==> config.mk <==
export PLATFORM = sky130hd
export DESIGN_NAME = vec_result_reg
export DESIGN_NICKNAME = d
export VERILOG_FILES = /design/src/rtl/vec_pkg.sv /design/src/rtl/vec_result_reg.sv
export SDC_FILE = /design/constraint.sdc
export NUM_CORES = 1
export LEC_CHECK = 0
export BUFFER_PORTS_ARGS = -buffer_cell sky130_fd_sc_hd__buf_2
export CAP_MARGIN = 0
export CORE_UTILIZATION = 48
export CTS_BUF_LIST = sky130_fd_sc_hd__clkbuf_8
export CTS_CLUSTER_DIAMETER = 40
export DETAILED_ROUTE_END_ITERATION = 10
export MAX_ROUTING_LAYER = met4
export PLACE_DENSITY = 0.87
export RECOVER_POWER = 100
export SLEW_MARGIN = 20
export SYNTH_ARGS = -nofsm -noshare
export SYNTH_HDL_FRONTEND = slang
export SYNTH_SLANG_ARGS = --single-unit
==> constraint.sdc <==
create_clock -name clk -period 2 [get_ports clk]
set_input_delay 0.3 -clock clk [delete_from_list [all_inputs] [get_ports clk]]
set_output_delay 0.3 -clock clk [all_outputs]
set_load 0.01 [all_outputs]
==> src/rtl/vec_pkg.sv <==
// Shared types for the vector-ALU result skid buffer: lane vector, FSM states, writeback payload.
package vec_pkg;

  localparam int DATA_WIDTH = 8;
  localparam int LANES      = 6;
  localparam int REG_ADDR_W = 4;

  typedef logic [LANES-1:0][DATA_WIDTH-1:0] lane_vec_t;

  typedef enum logic [1:0] {
    SKID_EMPTY = 2'd0,
    SKID_ONE   = 2'd1,
    SKID_FULL  = 2'd2
  } skid_state_t;

  typedef struct packed {
    lane_vec_t             result;
    logic [LANES-1:0]      cmp;
    logic [REG_ADDR_W-1:0] rd;
    logic                  we;
  } vec_wb_payload_t;

endpackage

==> src/rtl/vec_result_reg.sv <==
// One writeback payload register with load enable; synchronous clear has priority over load.
module vec_result_reg
  import vec_pkg::*;
(
  input  logic            clk,
  input  logic            clr,
  input  logic            load,
  input  vec_wb_payload_t d,
  output vec_wb_payload_t q
);

  vec_wb_payload_t payload_d;
  vec_wb_payload_t payload_q;

  // next payload: clear, load or hold
  always_comb begin
    payload_d = payload_q;
    if (clr) begin
      payload_d = '0;
    end else if (load) begin
      payload_d = d;
    end else begin
      payload_d = payload_q;
    end
  end

  // payload storage
  always_ff @(posedge clk) begin
    payload_q <= payload_d;
  end

  assign q = payload_q;

endmodule

==> impl_metrics.toml, run 1 <==
[timing]
slew_viol_final = 0
clock_skew_ps = 0
min_period_ps = 1430
fin_setup_tns_ps = 0
min_period_over_period_pct = 71.3
max_freq_mhz = 701
final_hold_viol_count = 0
rsz0062_at_grt = "false"
maxSlewHeadroom_pct = 32.0
setup_viol = 0
worst_pin_slew_ps = 1020

[clock_tree]
clock_path_buffers = 2
postCtsSetupRepairBufs = 0
ctsHoldBuffers = 0
path_clk_slew_ps = 60
cts.htree.levels = 3
post_cts_resize_count = 0
numCtsBuffers = 9
cts_tree = "yes"
cts-root-buf = "clkbuf_8"
clock-sinks = 59
clock_latency_ps = 300

[die]
die_w_um = 68.0
ios = 121
num_rows = 23
die_area_um2 = 4630
initial_core_util_pct = 51.2
fp.coreArea_um2 = 4090
die_y_um = 68.0

[worst_setup_path]
crit_path_end_kind = "flip-flop"
crit_fanout = 59
crit_path_start_kind = "input pin"
reg2regPathDepth = 2
cp-endpoint = "q[42]$_SDFFE_PP0P_"
crit_path_start = "load"
cp.arrival_ps = 1610
crit_required_ps = 2190
r2r_start = "q[42]$_SDFFE_PP0P_"
reg2reg_to = "q[42]$_SDFFE_PP0P_"
path_class = "in -> reg"
reg2reg_setup_slack_ps = 1330

[drt]
vias = 1701
drt_iter0_markers = 111
routed_wl_mm = 4.28
met2_length_mm = 2.10
ant_nets = 0
wl_per_cell_um = 11.8
top_layer = "met4"
wl_met3_um = 358
first_pass_iters = 4
vias_per_cell = 4.69
drc = 0
m1WireLength_mm = 1.79

[cells_and_area]
utilization_pct = 67.4
final_area_um2 = 2760
final_common_cell = "buf_2"
largest_reg_flops = 59
drive_gt1_share_pct = 23.0
final_cell_mix = "buf_2, mux2i_1, nor2_1, clkbuf_1, dfxtp_1"
diodes = 0
synthToLayoutAreaGrowth_pct = 31.7
fillerInstances = 366
layout.nets = 372

[global_routing]
first_global_vias = 1509
grtUsageTotal_pct = 19.2
grt_max_degree = 60
grt_pass1_wl_mm = 6.35
antenna_found_initial = 0
gr-total-overflow = 0

[power_and_ir_drop]
p_total_w = 0.00238
p_comb_share_pct = 12.8
power.share.clock_pct = 33.3
p_seq_share_pct = 53.8
pwr_density_cell_nw_per_um2 = 864
internal_power_w = 0.00180
p_sw_w = 0.000575
switching_share_pct = 24.2
vdd_drop_max_v = 0.000527
power.leakage_nw = 1.36

[synth]
avgSynthCellArea_um2 = 11.0
ys_seq_area_share_pct = 56.5
ys_warn_count = 0
ys_ff_latch = 59
synth.lib_cells_used.distinct = 8
syn_inst = 191
syn-num-nets = 253
syn_area_um2 = 2090

[job]
cap_violations = 0

[placement]
portBuffers = 120
gp_congestion = 0.671
placed_area_um2 = 2700
dpl.hpwl_mm = 3.03

[run_status]
status = "finished clean"

[hold_path]
hp-class = "in -> reg"
==> cell families (layout without fill, tap and decap cells) <==
logic type | count (synthesis) | in the layout | synth area share (%)
buffers and inverters | 14 | 136 | 4.72
muxes | 59 | 59 | 28.2
DFF | 59 | 59 | 56.5
and+or+nand+nor | 59 | 59 | 10.6
==> cell usage after synthesis <==
cell | number | area share, %
buf_12 | 1 | 0.96
buf_2 | 3 | 0.72
buf_4 | 5 | 1.8
buf_6 | 1 | 0.54
clkbuf_1 | 4 | 0.72
dfxtp_1 | 59 | 56
mux2i_1 | 59 | 28
nor2_1 | 59 | 11
==> how the worst min path moves through the flow <==
stage / cells after the start / slack (ps) / startpoint / endpoint
after detailed placement: 2 / 470 / q[56]$_SDFFE_PP0P_ / q[56]$_SDFFE_PP0P_
after floorplan: 2 / 450 / d[0] / q[0]$_SDFFE_PP0P_
after global routing: 3 / 230 / d[51] / q[51]$_SDFFE_PP0P_
after CTS: 3 / 220 / d[32] / q[32]$_SDFFE_PP0P_
after global placement: 2 / 470 / q[48]$_SDFFE_PP0P_ / q[48]$_SDFFE_PP0P_
final: 3 / 230 / d[49] / q[49]$_SDFFE_PP0P_
==> power groups by stage <==
stage                     Combinational (W)  Sequential [W]  Clock, W
after floorplan                    0.000150         0.00134         0
after global placement             0.000318         0.00130         0
after detailed placement           0.000328         0.00130         0
after CTS                          0.000329         0.00128  0.000820
after global routing               0.000341         0.00129  0.000885
final                              0.000306         0.00128  0.000793
==> worst max-delay path, stage by stage <==
cell      delay [ps]
clkbuf_4         100
clkbuf_4         790
mux2i_1          330
nor2_1            60
==> final cells by class <==
type                            instances  area [µm²]  area share [%]
Tap cell                               50        62.6            2.27
Sequential cell                        59        1180            42.9
Timing Repair Buffer                  122         557            20.2
Clock inverter                          5        18.8           0.681
Clock buffer                            9         124            4.50
Multi-Input combinational cell        118         812            29.5
==> layer usage <==
| layer | up-vias | GRT usage [%] |
|---|---|---|
| li1 | 861 | - |
| met1 | 759 | 20.6 |
| met2 | 77 | 32.7 |
| met3 | 4 | 5.83 |
| met4 | 0 | 7.81 |
| met5 | - | - |
==> through the flow <==
step	worst slack (ps)	instances	hold slack, ps
4_1_cts	901	363	216
5_1_grt	509	363	226
3_3_place_gp	824	349	467
3_5_place_dp	760	349	475
2_1_floorplan	969	191	447
6_report	573	363	229
Note: power is estimated with default switching activity, not from simulation.
==> inputs of run 2 (changes only) <==
--- a/config.mk
+++ b/config.mk
@@ -7,12 +7,12 @@
 export LEC_CHECK = 0
 export BUFFER_PORTS_ARGS = -buffer_cell sky130_fd_sc_hd__buf_2
 export CAP_MARGIN = 0
-export CORE_UTILIZATION = 48
+export CORE_UTILIZATION = 40
 export CTS_BUF_LIST = sky130_fd_sc_hd__clkbuf_8
 export CTS_CLUSTER_DIAMETER = 40
 export DETAILED_ROUTE_END_ITERATION = 10
 export MAX_ROUTING_LAYER = met4
-export PLACE_DENSITY = 0.87
+export PLACE_DENSITY = 0.77
 export RECOVER_POWER = 100
 export SLEW_MARGIN = 20
 export SYNTH_ARGS = -nofsm -noshare
==> constraint.sdc (replaced) <==
create_clock -name clk -period 1.2 [get_ports clk]
set_input_delay 0.18 -clock clk [delete_from_list [all_inputs] [get_ports clk]]
set_output_delay 0.18 -clock clk [all_outputs]
set_load 0.01 [all_outputs]
==> run 2 against run 1 <==
Compared with the run above: flip-flop and latch count stayed put; total power increased by 84%; clock skew is the same; clock power rose by 120%; final area increased by 4.5%; via count rose by 1.9%; sequential power up 66%; die area rose by 19%; combinational power increased by 72%; setup slack worse by 370 ps; hold slack got worse by 140 ps; critical path type is now reg -> out.
==> impl_metrics.toml, run 2 (synthesized netlist as in run 1, its figures left out) <==
[worst_setup_path]
slowest_stage = "dfxtp_1"
crit_required_ps = 1020
crit_path_start_kind = "flip-flop"
crit_buf_inv = 1
cp_slowest_stage_delay_ps = 350
reg2reg_setup_slack_ps = 570
cp.arrival_ps = 820
reg2regPathDepth = 2
cp_cell_sequence = "clkbuf_1"
cp_top_family = "flip-flops"
r2r_start = "q[48]$_SDFFE_PP0P_"
path_class = "reg -> out"
crit_path_end_kind = "primary output"
crit_fanout = 2
reg2reg_to = "q[48]$_SDFFE_PP0P_"

[die]
fp.coreArea_um2 = 4880
ios = 121
die_w_um = 74.3
die_y_um = 74.3
die_area_um2 = 5520
num_rows = 25
initial_core_util_pct = 42.9

[cells_and_area]
multiInputGateArea_um2 = 812
final_area_um2 = 2880
final_common_cell = "buf_2"
seqCellArea_um2 = 1180
utilization_pct = 59.0
largest_reg_flops = 59
diodes = 0
drive_gt1_share_pct = 24.7
final_cell_mix = "buf_2, mux2i_1, nor2_1, clkbuf_1, dfxtp_1"
synthToLayoutAreaGrowth_pct = 37.7
layout.nets = 374
fillerInstances = 471

[hold_path]
whs_endpoint = "q[3]$_SDFFE_PP0P_"
whs_path_depth = 3
hp-class = "in -> reg"
holdCritStartpoint = "d[3]"

[clock_tree]
cts-root-buf = "clkbuf_8"
post_cts_resize_count = 0
clock_path_buffers = 2
cts_tree = "yes"
numCtsBuffers = 9
path_clk_slew_ps = 70
postCtsSetupRepairBufs = 0
clock_latency_ps = 320
cts.htree.levels = 3
ctsHoldBuffers = 0
clock-sinks = 59

[drt]
drc = 0
vias_per_cell = 4.52
wl_per_cell_um = 11.6
first_pass_iters = 4
m1WireLength_mm = 1.85
met2_length_mm = 2.17
ant_nets = 0
top_layer = "met4"
vias = 1733
routed_wl_mm = 4.43
wl_met3_um = 332
drt_iter0_markers = 35

[timing]
min_period_over_period_pct = 83.3
worst_pin_slew_ps = 249
setup_ws_ps = 200
slew_viol_final = 0
maxSlewHeadroom_pct = 83.4
rsz0062_at_grt = "false"
setup_viol = 0
max_freq_mhz = 1000
min_period_ps = 1000
hold_ws_ps = 93.5
fin_setup_tns_ps = 0
final_hold_viol_count = 0
clock_skew_ps = 0

[power_and_ir_drop]
vdd_drop_max_v = 0.000785
power.leakage_nw = 1.40
pwr_density_cell_nw_per_um2 = 1520

[global_routing]
antenna_found_initial = 0
grtUsageTotal_pct = 16.2
grt_pass1_wl_mm = 6.40
gr-total-overflow = 0
grt_max_degree = 60
first_global_vias = 1485

[placement]
pre_cts_slack_ps = 262
gp_congestion = 0.668
placed_area_um2 = 2760
portBuffers = 120
dpl.hpwl_mm = 3.22

[job]
cap_violations = 0

[run_status]
status = "finished clean"
==> run 2: cell types whose count changed in the layout (fill, tap and decap cells not counted), sizes merged <==
cell | previous run | this run
buf | 61 | 65
bufinv | 0 | 1
clkinv | 0 | 1
inv | 5 | 2
==> run 2: stage by stage <==
stage	std cells	power, W
CTS	383	0.00448
global placement	368	0.00272
detailed placement	368	0.00274
global route	383	0.00459
floorplan	191	0.00248
finish	383	0.00439
==> run 2: layout make-up <==
cell class,instances,share of cell area (%)
clock buffer,11,5.26
clock inverter,4,1.48
multi-input combinational,118,28.2
sequential,59,41.0
tap,67,2.91
timing repair buffer,124,21.2
==> run 2: how the worst max path moves through the flow <==
| stage | startpoint | end | slack [ps] | cells after the start |
|---|---|---|---|---|
| CTS | q[45]$_SDFFE_PP0P_ | q[45] | 200 | 1 |
| finish | q[43]$_SDFFE_PP0P_ | q[43] | 200 | 1 |
| global placement | load | q[0]$_SDFFE_PP0P_ | 300 | 4 |
| detailed placement | load | q[56]$_SDFFE_PP0P_ | 260 | 4 |
| global route | q[45]$_SDFFE_PP0P_ | q[45] | 140 | 1 |
| floorplan | load | q[11]$_SDFFE_PP0P_ | 290 | 5 |
==> run 2: where the power goes <==
part           total [W]  switching, W  internal (W)
Clock            0.00173      0.000686       0.00104
Sequential       0.00213     0.0000568       0.00208
Combinational   0.000526      0.000271      0.000255
==> run 2: layer usage <==
layer | vias up | track usage, %
met1 | 783 | 17.1
met4 | 0 | 9.43
met5 | - | -
met3 | 8 | 4.61
li1 | 872 | -
met2 | 70 | 27.1
